File: config.mk
export PLATFORM = sky130hd
export DESIGN_NAME = matmul_engine_flat
export DESIGN_NICKNAME = d
export VERILOG_FILES = /design/src/rtl/matmul_pkg.sv /design/src/rtl/matmul_if.sv /design/src/rtl/matmul_mac.sv /design/src/rtl/matmul_engine.sv /design/src/flat_wrapper.sv
export SDC_FILE = /design/constraint.sdc
export NUM_CORES = 1
export LEC_CHECK = 0
export ABC_AREA = 1
export CAP_MARGIN = 20
export CELL_PAD_IN_SITES_DETAIL_PLACEMENT = 0
export CELL_PAD_IN_SITES_GLOBAL_PLACEMENT = 2
export CORE_MARGIN = 2
export CORE_UTILIZATION = 30
export CTS_BUF_LIST = sky130_fd_sc_hd__clkbuf_4
export DETAILED_ROUTE_END_ITERATION = 10
export HOLD_SLACK_MARGIN = 0.06
export PLACE_DENSITY = 0.83
export SYNTH_ARGS = -nofsm -noshare
export SYNTH_HDL_FRONTEND = slang
export SYNTH_SLANG_ARGS = --single-unit
File: constraint.sdc
create_clock -name clk -period 6.5 [get_ports clk]
set_input_delay 0.975 -clock clk [delete_from_list [all_inputs] [get_ports clk]]
set_output_delay 0.975 -clock clk [all_outputs]
set_load 0.02 [all_outputs]
File: src/rtl/matmul_pkg.sv
// Shared types and constants for the matrix-multiply engine.
// Default widths, the sequencer state enum and the C-write saturation helper.
package matmul_pkg;

  localparam int DEF_DATA_W = 16;
  localparam int DEF_ADDR_W = 16;
  localparam int DEF_ACC_W  = 40;

  typedef enum logic [2:0] {
    IDLE,
    ISSUE,
    WAIT,
    MAC,
    WRITE,
    DONE
  } matmul_state_e;

  // Clamp a signed accumulator to the signed element range.
  function automatic logic [DEF_DATA_W-1:0] sat_data(input logic signed [DEF_ACC_W-1:0] acc);
    logic signed [DEF_ACC_W-1:0] max_v;
    logic signed [DEF_ACC_W-1:0] min_v;
    max_v = {{(DEF_ACC_W-DEF_DATA_W+1){1'b0}}, {(DEF_DATA_W-1){1'b1}}};
    min_v = {{(DEF_ACC_W-DEF_DATA_W+1){1'b1}}, {(DEF_DATA_W-1){1'b0}}};
    if (acc > max_v) begin
      sat_data = max_v[DEF_DATA_W-1:0];
    end else if (acc < min_v) begin
      sat_data = min_v[DEF_DATA_W-1:0];
    end else begin
      sat_data = acc[DEF_DATA_W-1:0];
    end
  endfunction

endpackage

File: src/rtl/matmul_if.sv
// Memory-side bus of the matrix-multiply engine: A/B read ports and C write port.
interface matmul_if
  import matmul_pkg::*;
#(
  parameter int DATA_W = DEF_DATA_W,
  parameter int ADDR_W = DEF_ADDR_W
) ();

  // Handshake: a request (req) holds its address (and write data) stable until
  // the cycle where req && gnt, which is the transfer.  A read returns exactly
  // one rvalid/rdata beat at least one cycle after its gnt; an rvalid with no
  // granted, uncaptured request is ignored.
  logic              a_req_o;
  logic [ADDR_W-1:0] a_addr_o;
  logic              a_gnt_i;
  logic              a_rvalid_i;
  logic [DATA_W-1:0] a_rdata_i;

  logic              b_req_o;
  logic [ADDR_W-1:0] b_addr_o;
  logic              b_gnt_i;
  logic              b_rvalid_i;
  logic [DATA_W-1:0] b_rdata_i;

  logic              c_req_o;
  logic [ADDR_W-1:0] c_addr_o;
  logic [DATA_W-1:0] c_wdata_o;
  logic              c_gnt_i;

  modport master (
    output a_req_o, a_addr_o, b_req_o, b_addr_o, c_req_o, c_addr_o, c_wdata_o,
    input  a_gnt_i, a_rvalid_i, a_rdata_i, b_gnt_i, b_rvalid_i, b_rdata_i, c_gnt_i
  );

  modport slave (
    input  a_req_o, a_addr_o, b_req_o, b_addr_o, c_req_o, c_addr_o, c_wdata_o,
    output a_gnt_i, a_rvalid_i, a_rdata_i, b_gnt_i, b_rvalid_i, b_rdata_i, c_gnt_i
  );

endinterface

File: src/rtl/matmul_mac.sv
// Signed DATA_W x DATA_W multiplier feeding an ACC_W accumulator.
// Clear has priority over enable; the accumulator wraps, it never saturates.
module matmul_mac
  import matmul_pkg::*;
#(
  parameter int DATA_W = DEF_DATA_W,
  parameter int ACC_W  = DEF_ACC_W
) (
  input  logic                     clk,
  input  logic                     rst_n,
  input  logic                     clr,
  input  logic                     en,
  input  logic signed [DATA_W-1:0] a,
  input  logic signed [DATA_W-1:0] b,
  output logic signed [ACC_W-1:0]  acc
);

  logic signed [2*DATA_W-1:0] prod;

  assign prod = a * b;

  always_ff @(posedge clk) begin
    if (!rst_n) begin
      acc <= '0;
    end else if (clr) begin
      acc <= '0;
    end else if (en) begin
      acc <= acc + {{(ACC_W-2*DATA_W){prod[2*DATA_W-1]}}, prod};
    end
  end

endmodule

File: src/rtl/matmul_engine.sv
// Matrix-multiply sequencer: C = A x B, one MAC per fetched A/B element pair.
// Build option MATMUL_SATURATE_EN clamps C writes; otherwise C takes acc's low bits.
module matmul_engine
  import matmul_pkg::*;
#(
  parameter int DATA_W = DEF_DATA_W,
  parameter int ADDR_W = DEF_ADDR_W,
  parameter int ACC_W  = DEF_ACC_W
) (
  input  logic              clk,
  input  logic              rst_n,
  input  logic              start_i,
  input  logic [ADDR_W-1:0] a_base_i,
  input  logic [ADDR_W-1:0] b_base_i,
  input  logic [ADDR_W-1:0] c_base_i,
  input  logic [15:0]       m_i,
  input  logic [15:0]       n_i,
  input  logic [15:0]       p_i,
  output logic              end_o,
  output logic              busy_o,
  output matmul_state_e     state_dbg,
  matmul_if.master          mem
);

  matmul_state_e state_q, state_d;

  logic [15:0]              m_q, n_q, p_q;
  logic [15:0]              i_q, j_q, k_q;
  logic [ADDR_W-1:0]        b_base_q;
  logic [ADDR_W-1:0]        a_row_q;
  logic [ADDR_W-1:0]        a_addr_q, b_addr_q, c_addr_q;
  logic                     a_gnt_q, b_gnt_q;
  logic                     a_have_q, b_have_q;
  logic signed [DATA_W-1:0] a_data_q, b_data_q;
  logic signed [ACC_W-1:0]  acc;

  logic a_req, b_req, c_req;
  logic a_fire, b_fire;
  logic a_cap, b_cap;
  logic launch, zero_dim, write_done;
  logic last_i, last_j, last_k;

  assign launch     = (state_q == IDLE) && start_i;
  assign zero_dim   = (m_i == 16'd0) || (n_i == 16'd0) || (p_i == 16'd0);
  assign last_i     = (i_q == m_q - 16'd1);
  assign last_j     = (j_q == p_q - 16'd1);
  assign last_k     = (k_q == n_q - 16'd1);

  assign a_req      = (state_q == ISSUE) && !a_gnt_q;
  assign b_req      = (state_q == ISSUE) && !b_gnt_q;
  assign c_req      = (state_q == WRITE);
  assign a_fire     = a_req && mem.a_gnt_i;
  assign b_fire     = b_req && mem.b_gnt_i;
  assign write_done = c_req && mem.c_gnt_i;

  // Data may return while the other port is still waiting for its grant.
  assign a_cap = mem.a_rvalid_i && (a_gnt_q || a_fire) && !a_have_q;
  assign b_cap = mem.b_rvalid_i && (b_gnt_q || b_fire) && !b_have_q;

  always_ff @(posedge clk) begin
    if (!rst_n) begin
      state_q <= IDLE;
    end else begin
      state_q <= state_d;
    end
  end

  always_comb begin
    state_d = state_q;
    case (state_q)
      IDLE:    if (start_i) state_d = zero_dim ? DONE : ISSUE;
      ISSUE:   if ((a_gnt_q || a_fire) && (b_gnt_q || b_fire)) state_d = WAIT;
      WAIT:    if ((a_have_q || a_cap) && (b_have_q || b_cap)) state_d = MAC;
      MAC:     state_d = last_k ? WRITE : ISSUE;
      WRITE:   if (mem.c_gnt_i) state_d = (last_i && last_j) ? DONE : ISSUE;
      DONE:    state_d = IDLE;
      default: state_d = IDLE;
    endcase
  end

  // Addresses advance incrementally; each A/B/C walk is row-major.
  always_ff @(posedge clk) begin
    if (!rst_n) begin
      m_q      <= '0;
      n_q      <= '0;
      p_q      <= '0;
      i_q      <= '0;
      j_q      <= '0;
      k_q      <= '0;
      b_base_q <= '0;
      a_row_q  <= '0;
      a_addr_q <= '0;
      b_addr_q <= '0;
      c_addr_q <= '0;
      a_gnt_q  <= 1'b0;
      b_gnt_q  <= 1'b0;
      a_have_q <= 1'b0;
      b_have_q <= 1'b0;
      a_data_q <= '0;
      b_data_q <= '0;
    end else begin
      if (a_fire) a_gnt_q <= 1'b1;
      if (b_fire) b_gnt_q <= 1'b1;
      if (a_cap) begin
        a_have_q <= 1'b1;
        a_data_q <= mem.a_rdata_i;
      end
      if (b_cap) begin
        b_have_q <= 1'b1;
        b_data_q <= mem.b_rdata_i;
      end
      case (state_q)
        IDLE: begin
          if (launch) begin
            m_q      <= m_i;
            n_q      <= n_i;
            p_q      <= p_i;
            i_q      <= '0;
            j_q      <= '0;
            k_q      <= '0;
            b_base_q <= b_base_i;
            a_row_q  <= a_base_i;
            a_addr_q <= a_base_i;
            b_addr_q <= b_base_i;
            c_addr_q <= c_base_i;
          end
        end
        MAC: begin
          a_gnt_q  <= 1'b0;
          b_gnt_q  <= 1'b0;
          a_have_q <= 1'b0;
          b_have_q <= 1'b0;
          if (!last_k) begin
            k_q      <= k_q + 16'd1;
            a_addr_q <= a_addr_q + ADDR_W'(1);
            b_addr_q <= b_addr_q + ADDR_W'(p_q);
          end
        end
        WRITE: begin
          if (write_done) begin
            k_q      <= '0;
            c_addr_q <= c_addr_q + ADDR_W'(1);
            if (last_j) begin
              j_q      <= '0;
              i_q      <= i_q + 16'd1;
              a_row_q  <= a_row_q + ADDR_W'(n_q);
              a_addr_q <= a_row_q + ADDR_W'(n_q);
              b_addr_q <= b_base_q;
            end else begin
              j_q      <= j_q + 16'd1;
              a_addr_q <= a_row_q;
              b_addr_q <= b_base_q + ADDR_W'(j_q) + ADDR_W'(1);
            end
          end
        end
        default: ;
      endcase
    end
  end

  matmul_mac #(
    .DATA_W (DATA_W),
    .ACC_W  (ACC_W)
  ) u_mac (
    .clk   (clk),
    .rst_n (rst_n),
    .clr   (launch || write_done),
    .en    (state_q == MAC),
    .a     (a_data_q),
    .b     (b_data_q),
    .acc   (acc)
  );

  assign mem.a_req_o  = a_req;
  assign mem.a_addr_o = a_addr_q;
  assign mem.b_req_o  = b_req;
  assign mem.b_addr_o = b_addr_q;
  assign mem.c_req_o  = c_req;
  assign mem.c_addr_o = c_addr_q;

`ifdef MATMUL_SATURATE_EN
  assign mem.c_wdata_o = sat_data(acc);
`else
  assign mem.c_wdata_o = acc[DATA_W-1:0];
`endif

  assign end_o     = (state_q == DONE);
  assign busy_o    = (state_q != IDLE) && (state_q != DONE);
  assign state_dbg = state_q;

endmodule

File: src/flat_wrapper.sv
// flat-port wrapper written by rule: the top's interface ports become plain ports
module matmul_engine_flat import matmul_pkg::*;
#(
  parameter int DATA_W = DEF_DATA_W,
  parameter int ADDR_W = DEF_ADDR_W,
  parameter int ACC_W  = DEF_ACC_W
)
  (clk, rst_n, start_i, a_base_i, b_base_i, c_base_i, m_i, n_i, p_i, end_o, busy_o, state_dbg, mem_a_req_o, mem_a_addr_o, mem_b_req_o, mem_b_addr_o, mem_c_req_o, mem_c_addr_o, mem_c_wdata_o, mem_a_gnt_i, mem_a_rvalid_i, mem_a_rdata_i, mem_b_gnt_i, mem_b_rvalid_i, mem_b_rdata_i, mem_c_gnt_i);
  matmul_if #(.DATA_W(DATA_W), .ADDR_W(ADDR_W)) mem_i ();
  input  logic clk;
  input  logic rst_n;
  input  logic start_i;
  input  logic [ADDR_W-1:0] a_base_i;
  input  logic [ADDR_W-1:0] b_base_i;
  input  logic [ADDR_W-1:0] c_base_i;
  input  logic [15:0] m_i;
  input  logic [15:0] n_i;
  input  logic [15:0] p_i;
  output logic end_o;
  output logic busy_o;
  output matmul_state_e state_dbg;
  output wire logic [$bits(mem_i.a_req_o)-1:0] mem_a_req_o;
  output wire logic [$bits(mem_i.a_addr_o)-1:0] mem_a_addr_o;
  output wire logic [$bits(mem_i.b_req_o)-1:0] mem_b_req_o;
  output wire logic [$bits(mem_i.b_addr_o)-1:0] mem_b_addr_o;
  output wire logic [$bits(mem_i.c_req_o)-1:0] mem_c_req_o;
  output wire logic [$bits(mem_i.c_addr_o)-1:0] mem_c_addr_o;
  output wire logic [$bits(mem_i.c_wdata_o)-1:0] mem_c_wdata_o;
  input wire logic [$bits(mem_i.a_gnt_i)-1:0] mem_a_gnt_i;
  input wire logic [$bits(mem_i.a_rvalid_i)-1:0] mem_a_rvalid_i;
  input wire logic [$bits(mem_i.a_rdata_i)-1:0] mem_a_rdata_i;
  input wire logic [$bits(mem_i.b_gnt_i)-1:0] mem_b_gnt_i;
  input wire logic [$bits(mem_i.b_rvalid_i)-1:0] mem_b_rvalid_i;
  input wire logic [$bits(mem_i.b_rdata_i)-1:0] mem_b_rdata_i;
  input wire logic [$bits(mem_i.c_gnt_i)-1:0] mem_c_gnt_i;
  assign mem_a_req_o = mem_i.a_req_o;
  assign mem_a_addr_o = mem_i.a_addr_o;
  assign mem_b_req_o = mem_i.b_req_o;
  assign mem_b_addr_o = mem_i.b_addr_o;
  assign mem_c_req_o = mem_i.c_req_o;
  assign mem_c_addr_o = mem_i.c_addr_o;
  assign mem_c_wdata_o = mem_i.c_wdata_o;
  assign mem_i.a_gnt_i = mem_a_gnt_i;
  assign mem_i.a_rvalid_i = mem_a_rvalid_i;
  assign mem_i.a_rdata_i = mem_a_rdata_i;
  assign mem_i.b_gnt_i = mem_b_gnt_i;
  assign mem_i.b_rvalid_i = mem_b_rvalid_i;
  assign mem_i.b_rdata_i = mem_b_rdata_i;
  assign mem_i.c_gnt_i = mem_c_gnt_i;
  matmul_engine #(.DATA_W(DATA_W), .ADDR_W(ADDR_W), .ACC_W(ACC_W)) u_core (.clk(clk), .rst_n(rst_n), .start_i(start_i), .a_base_i(a_base_i), .b_base_i(b_base_i), .c_base_i(c_base_i), .m_i(m_i), .n_i(n_i), .p_i(p_i), .end_o(end_o), .busy_o(busy_o), .state_dbg(state_dbg), .mem(mem_i));
endmodule
==> results.py, run 1 <==
metrics = {
    "worst_setup_path": {
        "cp-end-kind": "register",
        "slowest_stage": "fa_1",
        "start_kind": "register",
        "worstSetupPathType": "register to register",
        "path_max_fanout": 7,
        "path_common_cell": "inv_1",
        "cp_data_arrival_time_ps": 6860,
        "worstPathRequired_ps": 7220,
        "critical-path-max-stage-delay_ps": 570,
        "r2r_cells": 30,
    },
    "placement": {
        "dp_hpwl_microns": 53900,
        "place_area_sq_mm": 0.0228,
        "gp_congestion": 0.889,
        "pre_cts_ws_ps": 119,
        "numPortBuffers": 207,
    },
    "sta": {
        "slew-limit-headroom": 0.287,
        "setup-tns-final_ps": 0,
        "final_hold_viol_count": 0,
        "worst_slew_pin_slew_ps": 1070,
        "fmax_mhz": 163,
        "final_max_slew_viol_count": 0,
        "fin_worst_skew_ps": 69.6,
        "fin_crit_ps": 6140,
        "setup_viol": 0,
        "timing.final.crit_share": 0.945,
        "worst_slack_ps": 359,
    },
    "cells_and_area": {
        "drive_gt1_frac": 0.0680,
        "post-route-cell-area_sq_mm": 0.0238,
        "nNetsFinal": 3598,
        "syn2layout_area_growth_pct": 20.0,
        "fin_util": 0.363,
    },
    "global_routing": {
        "track_usage": 0.205,
        "grt_pass1_wl_microns": 109000,
        "met2_usage": 0.351,
        "gr-total-overflow": 0,
        "antenna_found_initial": 1,
        "grt_pass1_vias": 19862,
        "grt_max_degree": 77,
        "grt_util_met3": 0.0415,
        "gr-usage-met1": 0.258,
        "top_usage_layer": "met2",
    },
    "die": {
        "core_area_sq_mm": 0.0656,
        "die_h_microns": 261,
        "die_w_microns": 261,
        "dieArea_sq_mm": 0.0683,
        "num_rows": 94,
        "ios": 208,
        "start_util": 0.303,
    },
    "synth": {
        "netlist_instances": 3037,
        "yosysWarnings": 0,
        "syn_avg_cell_area_sq_um": 6.54,
        "postSynth.asyncResetShare": 0,
        "synthTopCellsByArea": "dfxtp_1, nand2_1, inv_1",
        "synth_cell_types": 53,
        "syn_area_sq_mm": 0.0199,
        "synth_top_area_cell": "dfxtp_1",
        "synth-seq-area-share": 0.233,
        "synth_fp_nets": 3386,
        "synth_edf_count": 0,
        "ys.flop_type": "dfxtp_1",
        "synth_top_area_share": 0.233,
        "synth_seq_cells": 231,
    },
    "power_and_ir_drop": {
        "leakage_nw": 11.5,
        "vdd_drop_max_mv": 0.202,
        "power.density_mw_per_mm2": 300,
    },
    "clock_tree": {
        "htreeDepth": 3,
        "cts-hold-fix-buffers": 0,
        "tritoncts": "yes",
        "cts_sinks": 231,
        "cts.clk_slew.worst_paths_ps": 60,
        "clk_latency_ps": 820,
        "cts_buffers": 78,
        "cts_root_buf": "clkbuf_4",
        "cts_buffer_depth": 3,
    },
    "drt": {
        "ant_nets": 0,
        "via_per_inst": 4.81,
        "dr.pass1.iters": 5,
        "avgRoutedWirePerCell_microns": 16.9,
        "finalWirelength_microns": 70300,
        "vias": 20001,
        "drc": 0,
        "drt_iter0_markers": 1149,
    },
    "run": {
        "maxCapViolations": 0,
    },
    "run_status": {
        "outcome": "finished, final reports clean",
    },
    "hold_path": {
        "hold_depth": 2,
        "hp-class": "register to register",
    },
}
final timing paths:
kind	from	slack (ps)	to
worst max register to register	u_core.a_data_q[6]	360	u_core.u_mac.acc[15]
worst max-delay path	u_core.a_data_q[6]	360	u_core.u_mac.acc[15]
worst min-delay path	u_core.b_base_q[14]	480	u_core.b_base_q[14]
worst min register to register	u_core.b_base_q[14]	480	u_core.b_base_q[14]
placed cells by master (no fill, tap or decap), types with 6 or more instances in the layout:
cell | netlist | final
nor2_2 | 10 | 11
dfxtp_2 | 0 | 11
o21ai_0 | 210 | 209
clkbuf_4 | 0 | 108
o22ai_1 | 12 | 12
nor2_1 | 313 | 312
a21oi_1 | 237 | 237
ha_1 | 130 | 125
nand4_1 | 37 | 37
dfxtp_1 | 231 | 217
xor2_1 | 108 | 108
o21ai_1 | 7 | 8
nand3_1 | 176 | 175
clkdlybuf4s50_1 | 0 | 206
nand3b_1 | 10 | 10
o211ai_1 | 16 | 16
clkinv_1 | 3 | 15
nor3_1 | 45 | 44
inv_1 | 488 | 487
a31oi_1 | 6 | 6
nand2_1 | 674 | 671
or2_2 | 9 | 9
xnor2_1 | 42 | 42
buf_4 | 2 | 37
inv_2 | 11 | 15
nor4_1 | 20 | 19
fa_1 | 83 | 83
worst max-delay path, delay by kind of cell, from the launching register on:
family / cells / cell delay [ps]
adder cells (fa/ha/maj): 8 / 3780
AND/OR/NAND/NOR: 11 / 930
flip-flops: 1 / 350
XOR/XNOR: 1 / 180
buffers and inverters: 8 / 540
AO/OA/AOI/OAI: 2 / 290
synthesized netlist by cell type (all sizes together), types with 2 or more instances:
master / instances
a211oi: 3
a21boi: 3
a21o: 5
a21oi: 238
a31o: 4
a31oi: 6
and2: 2
buf: 18
clkbuf: 94
clkinv: 3
dfxtp: 231
fa: 83
ha: 130
inv: 500
nand2: 677
nand3: 177
nand3b: 10
nand4: 38
nor2: 326
nor3: 47
nor3b: 4
nor4: 20
o211ai: 16
o21ai: 217
o21bai: 3
o22ai: 12
o31ai: 3
or2: 10
xnor2: 42
xor2: 109
cell type report:
class                           instances  area, sq um
Inverter                              503         1890
Clock inverter                         16         63.8
Fill cell                            7203        41800
Timing Repair Buffer                  244         2350
Antenna cell                            1         2.50
Clock buffer                          108          811
Sequential cell                       231         4650
Tap cell                              864         1080
Multi-Input combinational cell       2191        13000
sequential cells by signal, summed over array words and instances (netlist names):
name	cells
u_core.a_data_q	16
u_core.a_gnt_q	1
u_core.a_have_q	1
u_core.a_row_q	16
u_core.b_base_q	16
u_core.b_data_q	16
u_core.b_gnt_q	1
u_core.b_have_q	1
u_core.i_q	16
u_core.j_q	16
u_core.k_q	16
u_core.m_q	16
u_core.mem.a_addr_o	16
u_core.mem.b_addr_o	16
u_core.mem.c_addr_o	16
u_core.n_q	16
u_core.p_q	16
u_core.state_dbg	3
u_core.u_mac.acc	16
metal layers:
| metal | part of all wire | vias up |
|---|---|---|
| met1 | 0.44 | 9381 |
| met2 | 0.48 | 428 |
| li1 | - | 10104 |
| met3 | 0.056 | 88 |
| met5 | 0 | - |
| met4 | 0.022 | 0 |
timing repair:
action | 4_1_cts | 5_1_grt
setup endpoints to repair | 0 | 2
setup buffers | 0 | 3
gates resized for setup | 0 | 28
endpoints found under the hold margin | 0 | 0
logic make-up after synthesis:
family	Yosys count	share of synthesized area
buffers and inverters	615	0.119
AO/OA/AOI/OAI	514	0.137
XOR/XNOR	152	0.0681
flip-flops	231	0.233
adder cells (fa/ha/maj)	213	0.166
AND/OR/NAND/NOR	1312	0.278
through the flow:
step / instances / hold WS, ps / total power, mW
final: 4158 / 479 / 7.15
after global routing: 4158 / 503 / 7.77
after CTS: 4154 / 481 / 7.19
after detailed placement: 4030 / 472 / 5.66
after global placement: 4029 / 467 / 5.61
after floorplan: 3037 / 448 / 4.42
power breakdown:
group | internal, mW | switching, mW | leakage (nW)
sequential | 1.73 | 0.417 | 1.90
clock | 0.752 | 0.728 | 0.529
combinational | 1.28 | 2.24 | 9.06
Power figures use the tool's default switching activity.
==> run 2: changes to the inputs <==
--- a/config.mk
+++ b/config.mk
@@ -10,11 +10,11 @@
 export CELL_PAD_IN_SITES_DETAIL_PLACEMENT = 0
 export CELL_PAD_IN_SITES_GLOBAL_PLACEMENT = 2
 export CORE_MARGIN = 2
-export CORE_UTILIZATION = 30
+export CORE_UTILIZATION = 33
 export CTS_BUF_LIST = sky130_fd_sc_hd__clkbuf_4
 export DETAILED_ROUTE_END_ITERATION = 10
 export HOLD_SLACK_MARGIN = 0.06
-export PLACE_DENSITY = 0.83
+export PLACE_DENSITY = 0.87
 export SYNTH_ARGS = -nofsm -noshare
 export SYNTH_HDL_FRONTEND = slang
 export SYNTH_SLANG_ARGS = --single-unit
==> constraint.sdc (replaced) <==
create_clock -name clk -period 7 [get_ports clk]
set_input_delay 1.05 -clock clk [delete_from_list [all_inputs] [get_ports clk]]
set_output_delay 1.05 -clock clk [all_outputs]
set_load 0.02 [all_outputs]
==> run 2 against run 1 <==
Effect of this change:
- flip-flop and latch count unchanged
- global-route usage increased by 0.83 points
- power is 7.9% lower
- clock power down 3%
- sequential power decreased by 6%
- clock-buffer cell count unchanged
- critical path type unchanged
- largest power group unchanged
==> results.py, run 2 (synthesis gave the netlist of run 1 again) <==
metrics = {
    "die": {
        "die_h_microns": 249,
        "die_w_microns": 249,
        "start_util": 0.335,
        "ios": 208,
        "core_area_sq_mm": 0.0592,
        "num_rows": 89,
        "dieArea_sq_mm": 0.0622,
    },
    "worst_setup_path": {
        "slowest_stage": "dfxtp_1",
        "path_max_fanout": 15,
        "worstSetupPathType": "register to register",
        "path_common_cell": "nand2_1",
        "timing.critical_path.from": "u_core.b_data_q[2]",
        "timing.rr.start": "u_core.b_data_q[2]",
        "worstPathRequired_ps": 7760,
        "cp_data_arrival_time_ps": 7260,
        "start_kind": "register",
        "critical-path-max-stage-delay_ps": 680,
        "cp-end-kind": "register",
    },
    "power_and_ir_drop": {
        "power.total_mw": 6.58,
        "vdd_drop_max_mv": 0.237,
        "power.density_mw_per_mm2": 280,
        "leakage_nw": 11.4,
    },
    "drt": {
        "wl_met3_microns": 3300,
        "top_layer": "met4",
        "wl_met2_microns": 31900,
        "drc": 0,
        "via_per_inst": 4.90,
        "avgRoutedWirePerCell_microns": 16.6,
        "ant_nets": 0,
        "dr.pass1.iters": 5,
        "vias": 19865,
        "drt_iter0_markers": 1027,
        "finalWirelength_microns": 67400,
        "wl_met1_microns": 30400,
    },
    "cells_and_area": {
        "syn2layout_area_growth_pct": 18.3,
        "drive_gt1_frac": 0.0550,
        "layout_common_cells": "nand2_1, inv_1, nor2_1",
        "fin_util": 0.397,
        "mostFrequentLayoutCell": "nand2_1",
        "nNetsFinal": 3576,
    },
    "clock_tree": {
        "cts-resized-gates": 0,
        "cts_root_buf": "clkbuf_4",
        "cts_setup_buffers": 0,
        "htreeDepth": 3,
        "tritoncts": "yes",
        "cts_buffer_depth": 3,
        "cts-hold-fix-buffers": 0,
        "cts_buffers": 78,
        "cts.clk_slew.worst_paths_ps": 60,
        "clk_latency_ps": 860,
        "cts_sinks": 231,
    },
    "global_routing": {
        "grt_max_degree": 106,
        "grt_pass1_wl_microns": 105000,
        "track_usage": 0.213,
        "antenna_found_initial": 2,
        "gr-total-overflow": 0,
        "grt_pass1_vias": 19335,
    },
    "sta": {
        "fmax_mhz": 154,
        "setup_viol": 0,
        "timing.final.crit_share": 0.928,
        "worst_slew_pin_slew_ps": 1160,
        "hold-worst-slack_ps": 474,
        "final_hold_viol_count": 0,
        "fin_worst_skew_ps": 68.5,
        "slew-limit-headroom": 0.226,
        "setup-tns-final_ps": 0,
        "fin_crit_ps": 6490,
        "rsz0062_at_grt": "false",
        "final_max_slew_viol_count": 0,
        "worst_slack_ps": 507,
    },
    "hold_path": {
        "min_from": "u_core.m_q[15]",
        "hp-class": "register to register",
    },
    "run_status": {
        "outcome": "finished, final reports clean",
    },
    "placement": {
        "pre_cts_ws_ps": 498,
        "numPortBuffers": 207,
        "gp_congestion": 0.903,
        "dp_hpwl_microns": 51600,
    },
    "run": {
        "maxCapViolations": 0,
    },
}
## run 2: area by class of cell
class	instances	area, sq um
Fill cell	6360	35700
Inverter	503	1890
Tap cell	773	967
Antenna cell	5	12.5
Timing Repair Buffer	222	2180
Sequential cell	231	4620
Clock inverter	18	104
Clock buffer	108	811
Multi-Input combinational cell	2191	12900
## run 2: worst max-delay path, delay by kind of cell, from the launching register on
| kind | cells | cell delay (ps) |
|---|---|---|
| compound gates | 2 | 180 |
| xor+xnor | 1 | 140 |
| fa+ha+maj | 8 | 3370 |
| buf+inv | 5 | 240 |
| flops | 1 | 680 |
| simple gates | 18 | 1810 |
## run 2: power by group
part	total (mW)	switching, mW	internal [mW]	leakage [nW]
Sequential	2.02	0.419	1.60	1.89
Combinational	3.13	1.99	1.14	8.95
Clock	1.44	0.697	0.739	0.551
## run 2: layer usage
metal / up-vias / global-route usage
li1: 10083 / -
met1: 9202 / 0.272
met2: 473 / 0.360
met3: 107 / 0.0422
met4: 0 / 0.0690
met5: - / 0
## run 2: stage by stage
stage / cell area (sq um) / std cells
2_1_floorplan: 19900 / 3037
3_3_place_gp: 22600 / 3920
3_5_place_dp: 22600 / 3920
4_1_cts: 23500 / 4046
5_1_grt: 23500 / 4050
6_report: 23500 / 4051
## run 2: worst paths after layout
kind                            cells after the start  slack [ps]              endpoint
worst min-delay path                                2         470        u_core.m_q[15]
worst max-delay path                               34         510  u_core.u_mac.acc[15]
worst min register to register                      2         470        u_core.m_q[15]
worst max register to register                     34         510  u_core.u_mac.acc[15]
